<file path="src/rtl/poker_hand_ctrl.sv">
// rtl/poker_hand_ctrl.sv - video-poker hand controller: deal, discard/redraw, hand off to resolver
// Optional deck ack timeout with sticky deck_err is enabled by defining DECK_TIMEOUT_EN.
module poker_hand_ctrl #(
    parameter int HAND_SIZE      = 5,
    parameter int RANK_W         = 4,
    parameter int SUIT_W         = 2,
    parameter int TIMEOUT_CYCLES = 64
) (
    input  logic                        clk,
    input  logic                        reset,
    input  logic                        gui_deal,
    input  logic                        gui_draw,
    input  logic [HAND_SIZE-1:0]        discard,
    output logic                        deck_req,
    input  logic                        deck_ack,
    input  logic [RANK_W-1:0]           deck_rank,
    input  logic [SUIT_W-1:0]           deck_suit,
    output logic [HAND_SIZE*RANK_W-1:0] hand_rank,
    output logic [HAND_SIZE*SUIT_W-1:0] hand_suit,
    output logic [HAND_SIZE-1:0]        hand_valid,
    output logic                        busy,
    output logic                        resolve_req,
    input  logic                        resolve_ack,
    output logic                        deck_err
);

    localparam int IDX_W = (HAND_SIZE > 1) ? $clog2(HAND_SIZE) : 1;

    typedef enum logic [2:0] {
        S_IDLE,
        S_DEAL_REQ,
        S_DEAL_GAP,
        S_HOLD,
        S_DRAW_SCAN,
        S_DRAW_REQ,
        S_DRAW_GAP,
        S_RESOLVE
    } state_t;

    state_t                      state_q, state_d;
    logic [IDX_W-1:0]            idx_q, idx_d;
    logic [HAND_SIZE-1:0]        dmask_q, dmask_d;
    logic [HAND_SIZE*RANK_W-1:0] hand_rank_q, hand_rank_d;
    logic [HAND_SIZE*SUIT_W-1:0] hand_suit_q, hand_suit_d;
    logic [HAND_SIZE-1:0]        hand_valid_q, hand_valid_d;
    logic                        deck_req_q, deck_req_d;
    logic                        resolve_req_q, resolve_req_d;

`ifdef DECK_TIMEOUT_EN
    localparam int TMO_W = $clog2(TIMEOUT_CYCLES + 1);
    logic [TMO_W-1:0]            tmo_cnt_q, tmo_cnt_d;
    logic                        deck_err_q, deck_err_d;
`endif

    function automatic logic [IDX_W-1:0] lowest_set(input logic [HAND_SIZE-1:0] m);
        lowest_set = '0;
        for (int i = HAND_SIZE - 1; i >= 0; i--) begin
            if (m[i]) lowest_set = IDX_W'(i);
        end
    endfunction

    always_comb begin
        state_d       = state_q;
        idx_d         = idx_q;
        dmask_d       = dmask_q;
        hand_rank_d   = hand_rank_q;
        hand_suit_d   = hand_suit_q;
        hand_valid_d  = hand_valid_q;
        deck_req_d    = deck_req_q;
        resolve_req_d = resolve_req_q;
`ifdef DECK_TIMEOUT_EN
        deck_err_d    = deck_err_q;
        tmo_cnt_d     = (deck_req_q && !deck_ack) ? tmo_cnt_q + TMO_W'(1) : '0;
`endif

        case (state_q)
            S_IDLE: begin
                // The previous hand stays on display until a new deal is accepted.
                if (gui_deal) begin
                    hand_valid_d = '0;
                    idx_d        = '0;
                    deck_req_d   = 1'b1;
                    state_d      = S_DEAL_REQ;
`ifdef DECK_TIMEOUT_EN
                    deck_err_d   = 1'b0;
`endif
                end
            end
            S_DEAL_REQ, S_DRAW_REQ: begin
                if (deck_ack) begin
                    hand_rank_d[idx_q*RANK_W +: RANK_W] = deck_rank;
                    hand_suit_d[idx_q*SUIT_W +: SUIT_W] = deck_suit;
                    hand_valid_d[idx_q] = 1'b1;
                    deck_req_d          = 1'b0;
                    if (state_q == S_DRAW_REQ) begin
                        dmask_d[idx_q] = 1'b0;
                        state_d        = S_DRAW_GAP;
                    end else begin
                        state_d        = S_DEAL_GAP;
                    end
                end
            end
            S_DEAL_GAP: begin
                if (idx_q == IDX_W'(HAND_SIZE - 1)) begin
                    state_d    = S_HOLD;
                end else begin
                    idx_d      = idx_q + IDX_W'(1);
                    deck_req_d = 1'b1;
                    state_d    = S_DEAL_REQ;
                end
            end
            S_HOLD: begin
                if (gui_draw) begin
                    dmask_d = discard;
                    if (discard == '0) begin
                        resolve_req_d = 1'b1;
                        state_d       = S_RESOLVE;
                    end else begin
                        state_d       = S_DRAW_SCAN;
                    end
                end
            end
            S_DRAW_SCAN: begin
                if (dmask_q == '0) begin
                    resolve_req_d = 1'b1;
                    state_d       = S_RESOLVE;
                end else begin
                    idx_d      = lowest_set(dmask_q);
                    deck_req_d = 1'b1;
                    state_d    = S_DRAW_REQ;
                end
            end
            S_DRAW_GAP: begin
                state_d = S_DRAW_SCAN;
            end
            S_RESOLVE: begin
                if (resolve_ack) begin
                    resolve_req_d = 1'b0;
                    state_d       = S_IDLE;
                end
            end
            default: begin
                state_d = S_IDLE;
            end
        endcase

`ifdef DECK_TIMEOUT_EN
        // A deck that stops answering abandons the hand entirely.
        if (deck_req_q && !deck_ack && tmo_cnt_q == TMO_W'(TIMEOUT_CYCLES - 1)) begin
            deck_req_d   = 1'b0;
            deck_err_d   = 1'b1;
            hand_valid_d = '0;
            tmo_cnt_d    = '0;
            state_d      = S_IDLE;
        end
`endif
    end

    always_ff @(posedge clk) begin
        if (reset) begin
            state_q       <= S_IDLE;
            idx_q         <= '0;
            dmask_q       <= '0;
            hand_rank_q   <= '0;
            hand_suit_q   <= '0;
            hand_valid_q  <= '0;
            deck_req_q    <= 1'b0;
            resolve_req_q <= 1'b0;
`ifdef DECK_TIMEOUT_EN
            tmo_cnt_q     <= '0;
            deck_err_q    <= 1'b0;
`endif
        end else begin
            state_q       <= state_d;
            idx_q         <= idx_d;
            dmask_q       <= dmask_d;
            hand_rank_q   <= hand_rank_d;
            hand_suit_q   <= hand_suit_d;
            hand_valid_q  <= hand_valid_d;
            deck_req_q    <= deck_req_d;
            resolve_req_q <= resolve_req_d;
`ifdef DECK_TIMEOUT_EN
            tmo_cnt_q     <= tmo_cnt_d;
            deck_err_q    <= deck_err_d;
`endif
        end
    end

    assign deck_req    = deck_req_q;
    assign resolve_req = resolve_req_q;
    assign hand_rank   = hand_rank_q;
    assign hand_suit   = hand_suit_q;
    assign hand_valid  = hand_valid_q;
    assign busy        = !(state_q == S_IDLE || state_q == S_HOLD);
`ifdef DECK_TIMEOUT_EN
    assign deck_err    = deck_err_q;
`else
    assign deck_err    = 1'b0;
`endif

endmodule

</file>
<file path="config.mk">
export PLATFORM = sky130hd
export DESIGN_NAME = poker_hand_ctrl
export DESIGN_NICKNAME = d
export VERILOG_FILES = /design/src/rtl/poker_hand_ctrl.sv
export SDC_FILE = /design/constraint.sdc
export NUM_CORES = 1
export LEC_CHECK = 0
export BUFFER_PORTS_ARGS = -buffer_cell sky130_fd_sc_hd__buf_2
export CAP_MARGIN = 20
export CORE_ASPECT_RATIO = 1.5
export CORE_MARGIN = 2
export CORE_UTILIZATION = 48
export DETAILED_ROUTE_END_ITERATION = 16
export PLACE_DENSITY = 0.76
export RECOVER_POWER = 100
export SYNTH_ARGS = -nofsm -noshare
export SYNTH_HDL_FRONTEND = slang
export SYNTH_SLANG_ARGS = --single-unit
</file>
<file path="constraint.sdc">
create_clock -name clk -period 2.2 [get_ports clk]
set_input_delay 0.44 -clock clk [delete_from_list [all_inputs] [get_ports clk]]
set_output_delay 0.44 -clock clk [all_outputs]
set_load 0.01 [all_outputs]
</file>
==> flow_summary.json <==
{
  "placed_cell_area_sq_um": 2570,
  "synth.ff_latch_count": 48,
  "rsz0062_at_grt": "no",
  "final_core_utilization_pct": 57.7,
  "yosys_warnings": 0,
  "post_synth_instance_area_sq_um": 2280,
  "critPathRequiredTime_ns": 1.76,
  "netlist_instances": 270,
  "worstHoldEndpoint": "state_q[2]",
  "syn_avg_cell_area_sq_um": 8.46,
  "synth_edf_count": 0,
  "outcome": "finished clean",
  "number_of_antenna_violations_at_the_first_check_in_global_routing": 0,
  "post_route_cells_drive_above_1_share_pct": 11.3,
  "wire_length_of_the_first_global_routing_pass_microns": 8600,
  "synth_area_leaders": "sky130_fd_sc_hd__dfxtp_1 (42%), sky130_fd_sc_hd__a21oi_1 (6.1%), sky130_fd_sc_hd__mux2i_1 (4.8%)",
  "gr-usage-all-layers_pct": 21.3,
  "postSynth.asyncResetShare_pct": 0,
  "power_per_standard_cell_area_nw_per_um2": 636,
  "final_hpwl_from_detailed_placement_microns": 4020,
  "worst-slew-pin-transition_ns": 0.556,
  "cts_setup_buffers": 0,
  "die_width_microns": 60.3,
  "antennaDiodeCount": 0,
  "hold_path.class": "input pin to flip-flop",
  "r2r-end": "hand_suit[9]",
  "vdd_drop_max_uv": 413,
  "start_kind": "flip-flop",
  "r2r.worst_path.cells": 7,
  "placement_rows": 30,
  "flow.area_growth_from_synthesis_pct": 14.8,
  "final_max_slew_viol_count": 0,
  "grt_overflow_total": 0,
  "cts-htree-levels": 2,
  "buffer_ports.inserted": 54,
  "clkLatencyLatePin_ns": 0.30,
  "via_count": 2130,
  "postRouteWirelength_microns": 5350,
  "critPathLaunch": "state_q[0]",
  "synth_area_leader_cell": "sky130_fd_sc_hd__dfxtp_1",
  "finalCriticalPeriod_ns": 2.06,
  "post_synth_num_cell_types": 47,
  "timing.critical_path.to_type": "output pin",
  "cellLeakagePower_nw": 0.964,
  "maxCapViolCount": 0,
  "worst_ep_arrival_ns": 1.62,
  "clock_tree_from_tritoncts": "done",
  "root_buffer": "sky130_fd_sc_hd__clkbuf_8",
  "dr.first_iter.drc_count": 110,
  "final_cell_count_no_fill": 383,
  "clock_tree.buffer_depth": 2,
  "mappedNetlistNets": 295,
  "holdPathStages": 2,
  "drt_pass_1_iters": 4,
  "hold_viol": 0,
  "floorplan.die_area_sq_um": 5340,
  "via_count_of_the_first_global_routing_pass": 1857,
  "timing.setup.critical_path_class": "flip-flop to output pin",
  "path_max_fanout": 10,
  "viasPerCell": 5.56,
  "cts.sinks": 48,
  "synth.top_cell.area_share_pct": 42.1,
  "gp_congestion": 0.862,
  "design_area_sq_um": 2620,
  "whs_ns": 0.350,
  "hold_start": "reset",
  "finalSetupViolations": 0,
  "core_region_area_sq_um": 4540,
  "die_y_microns": 88.5,
  "reg2reg_from": "idx_q[1]",
  "share_of_the_cycle_needed_by_the_critical_path_after_routing_pct": 93.6,
  "detail-route-antenna-nets": 0,
  "cts.clk_slew.worst_paths_ns": 0.09,
  "largest_net_degree_at_the_start_of_global_routing": 40,
  "cts_inserted_buffers": 5,
  "timing.fmax_ghz": 0.485,
  "slew-limit-headroom_pct": 62.6,
  "fin_nets": 343,
  "design.portCount": 56,
  "placed_cells_incl_taps": 375,
  "detail_route.wl_per_cell_microns": 14.0,
  "drc_errors": 0,
  "rrSetupSlack_ns": 0.25,
  "ys_seq_area_share_pct": 42.1,
  "timing.setup.tns_ns": 0,
  "initial_core_utilization_pct": 50.3,
  "finClkSkew_ns": 0.00824,
  "synth-main-ff-cell": "sky130_fd_sc_hd__dfxtp_1"
}
-- final cells by class --
| cell class | count | area [sq um] |
|---|---|---|
| clock inverters | 2 | 15.0 |
| multi-input cells | 195 | 1190 |
| well taps | 64 | 80.1 |
| clock buffers | 6 | 82.6 |
| flip-flops and latches | 48 | 962 |
| inverters | 8 | 30.0 |
| fillers | 452 | 1920 |
| repair buffers | 60 | 265 |
-- flip-flops by register name, summed over array words and instances (netlist names) --
register     count
deck_req         1
dmask_q          5
hand_rank       20
hand_suit       10
hand_valid       5
idx_q            3
resolve_req      1
state_q          3
-- critical path, cell delays in order, from the launching register on --
cell and delay, ns:
sky130_fd_sc_hd__dfxtp_1 0.52, sky130_fd_sc_hd__clkbuf_1 0.31, sky130_fd_sc_hd__nor2_1 0.14, sky130_fd_sc_hd__o21ai_0 0.20
sky130_fd_sc_hd__buf_2 0.16
-- kinds of logic (layout without fill, tap and decap cells) --
logic type | Yosys count | in the layout | synth area share, %
muxes | 11 | 11 | 4.82
adders and majority gates | 8 | 8 | 4.38
and+or+nand+nor | 112 | 112 | 25.7
AOI/OAI and AO/OA | 63 | 63 | 16.9
DFF | 48 | 48 | 42.1
buffers and inverters | 27 | 76 | 5.97
other | 1 | 1 | 0.164
-- worst max path at each step --
stage,endpoint,depth (start not counted)
5_1_grt,busy,4
2_1_floorplan,hand_rank[0],9
3_3_place_gp,hand_rank[3],7
3_5_place_dp,hand_suit[9],7
6_report,busy,4
4_1_cts,hand_suit[9],7
-- layout by cell type, fill, tap and decap left out, types with 8 or more instances in the layout --
| cell type | synthesis | final |
|---|---|---|
| sky130_fd_sc_hd__a21oi_1 | 28 | 28 |
| sky130_fd_sc_hd__buf_2 | 5 | 17 |
| sky130_fd_sc_hd__clkbuf_1 | 8 | 38 |
| sky130_fd_sc_hd__dfxtp_1 | 48 | 47 |
| sky130_fd_sc_hd__ha_1 | 8 | 8 |
| sky130_fd_sc_hd__inv_1 | 8 | 8 |
| sky130_fd_sc_hd__mux2i_1 | 11 | 11 |
| sky130_fd_sc_hd__nand2_1 | 25 | 25 |
| sky130_fd_sc_hd__nand3_1 | 18 | 18 |
| sky130_fd_sc_hd__nor2_1 | 22 | 22 |
| sky130_fd_sc_hd__nor3_1 | 17 | 17 |
| sky130_fd_sc_hd__o21ai_0 | 15 | 15 |
-- cells in the mapped netlist (2+ instances only) --
cell type / count
sky130_fd_sc_hd__a21oi_1: 28
sky130_fd_sc_hd__a31oi_1: 3
sky130_fd_sc_hd__a32o_1: 5
sky130_fd_sc_hd__and2_1: 2
sky130_fd_sc_hd__and3_1: 2
sky130_fd_sc_hd__and4_1: 3
sky130_fd_sc_hd__buf_2: 5
sky130_fd_sc_hd__buf_6: 3
sky130_fd_sc_hd__clkbuf_1: 8
sky130_fd_sc_hd__clkbuf_2: 2
sky130_fd_sc_hd__dfxtp_1: 48
sky130_fd_sc_hd__ha_1: 8
sky130_fd_sc_hd__inv_1: 8
sky130_fd_sc_hd__mux2i_1: 11
sky130_fd_sc_hd__nand2_1: 25
sky130_fd_sc_hd__nand3_1: 18
sky130_fd_sc_hd__nand3b_1: 2
sky130_fd_sc_hd__nand4_1: 6
sky130_fd_sc_hd__nor2_1: 22
sky130_fd_sc_hd__nor3_1: 17
sky130_fd_sc_hd__nor3b_1: 2
sky130_fd_sc_hd__o21ai_0: 15
sky130_fd_sc_hd__or3_1: 2
sky130_fd_sc_hd__or3b_1: 2
-- through the flow --
stage / setup WS (ns) / total power [mW]
floorplan: 0.145 / 1.07
global placement: 0.239 / 1.13
detailed placement: 0.129 / 1.14
CTS: 0.117 / 1.68
global route: 0.0490 / 1.75
finish: 0.140 / 1.67
-- routing by layer --
metal / part of all wire (%) / global-route usage, % / wire length (microns) / vias to the layer above
met3: 4.6 / 3.95 / 244 / 18
met4: 2.9 / 10.3 / 157 / 0
met2: 51 / 36.4 / 2700 / 61
met5: 0 / 0 / 0 / -
met1: 42 / 25.2 / 2240 / 983
li1: - / - / - / 1068
-- repair_timing --
action	4_1_cts	5_1_grt
setup endpoints to repair	0	19
gates resized for setup	0	1
hold buffers	0	0
-- power breakdown --
part	leakage, nW	switching (mW)	internal (mW)
Sequential	0.388	0.0184	0.887
Clock	0.0434	0.299	0.255
Combinational	0.532	0.133	0.0749
(Power assumes the default switching activity.)
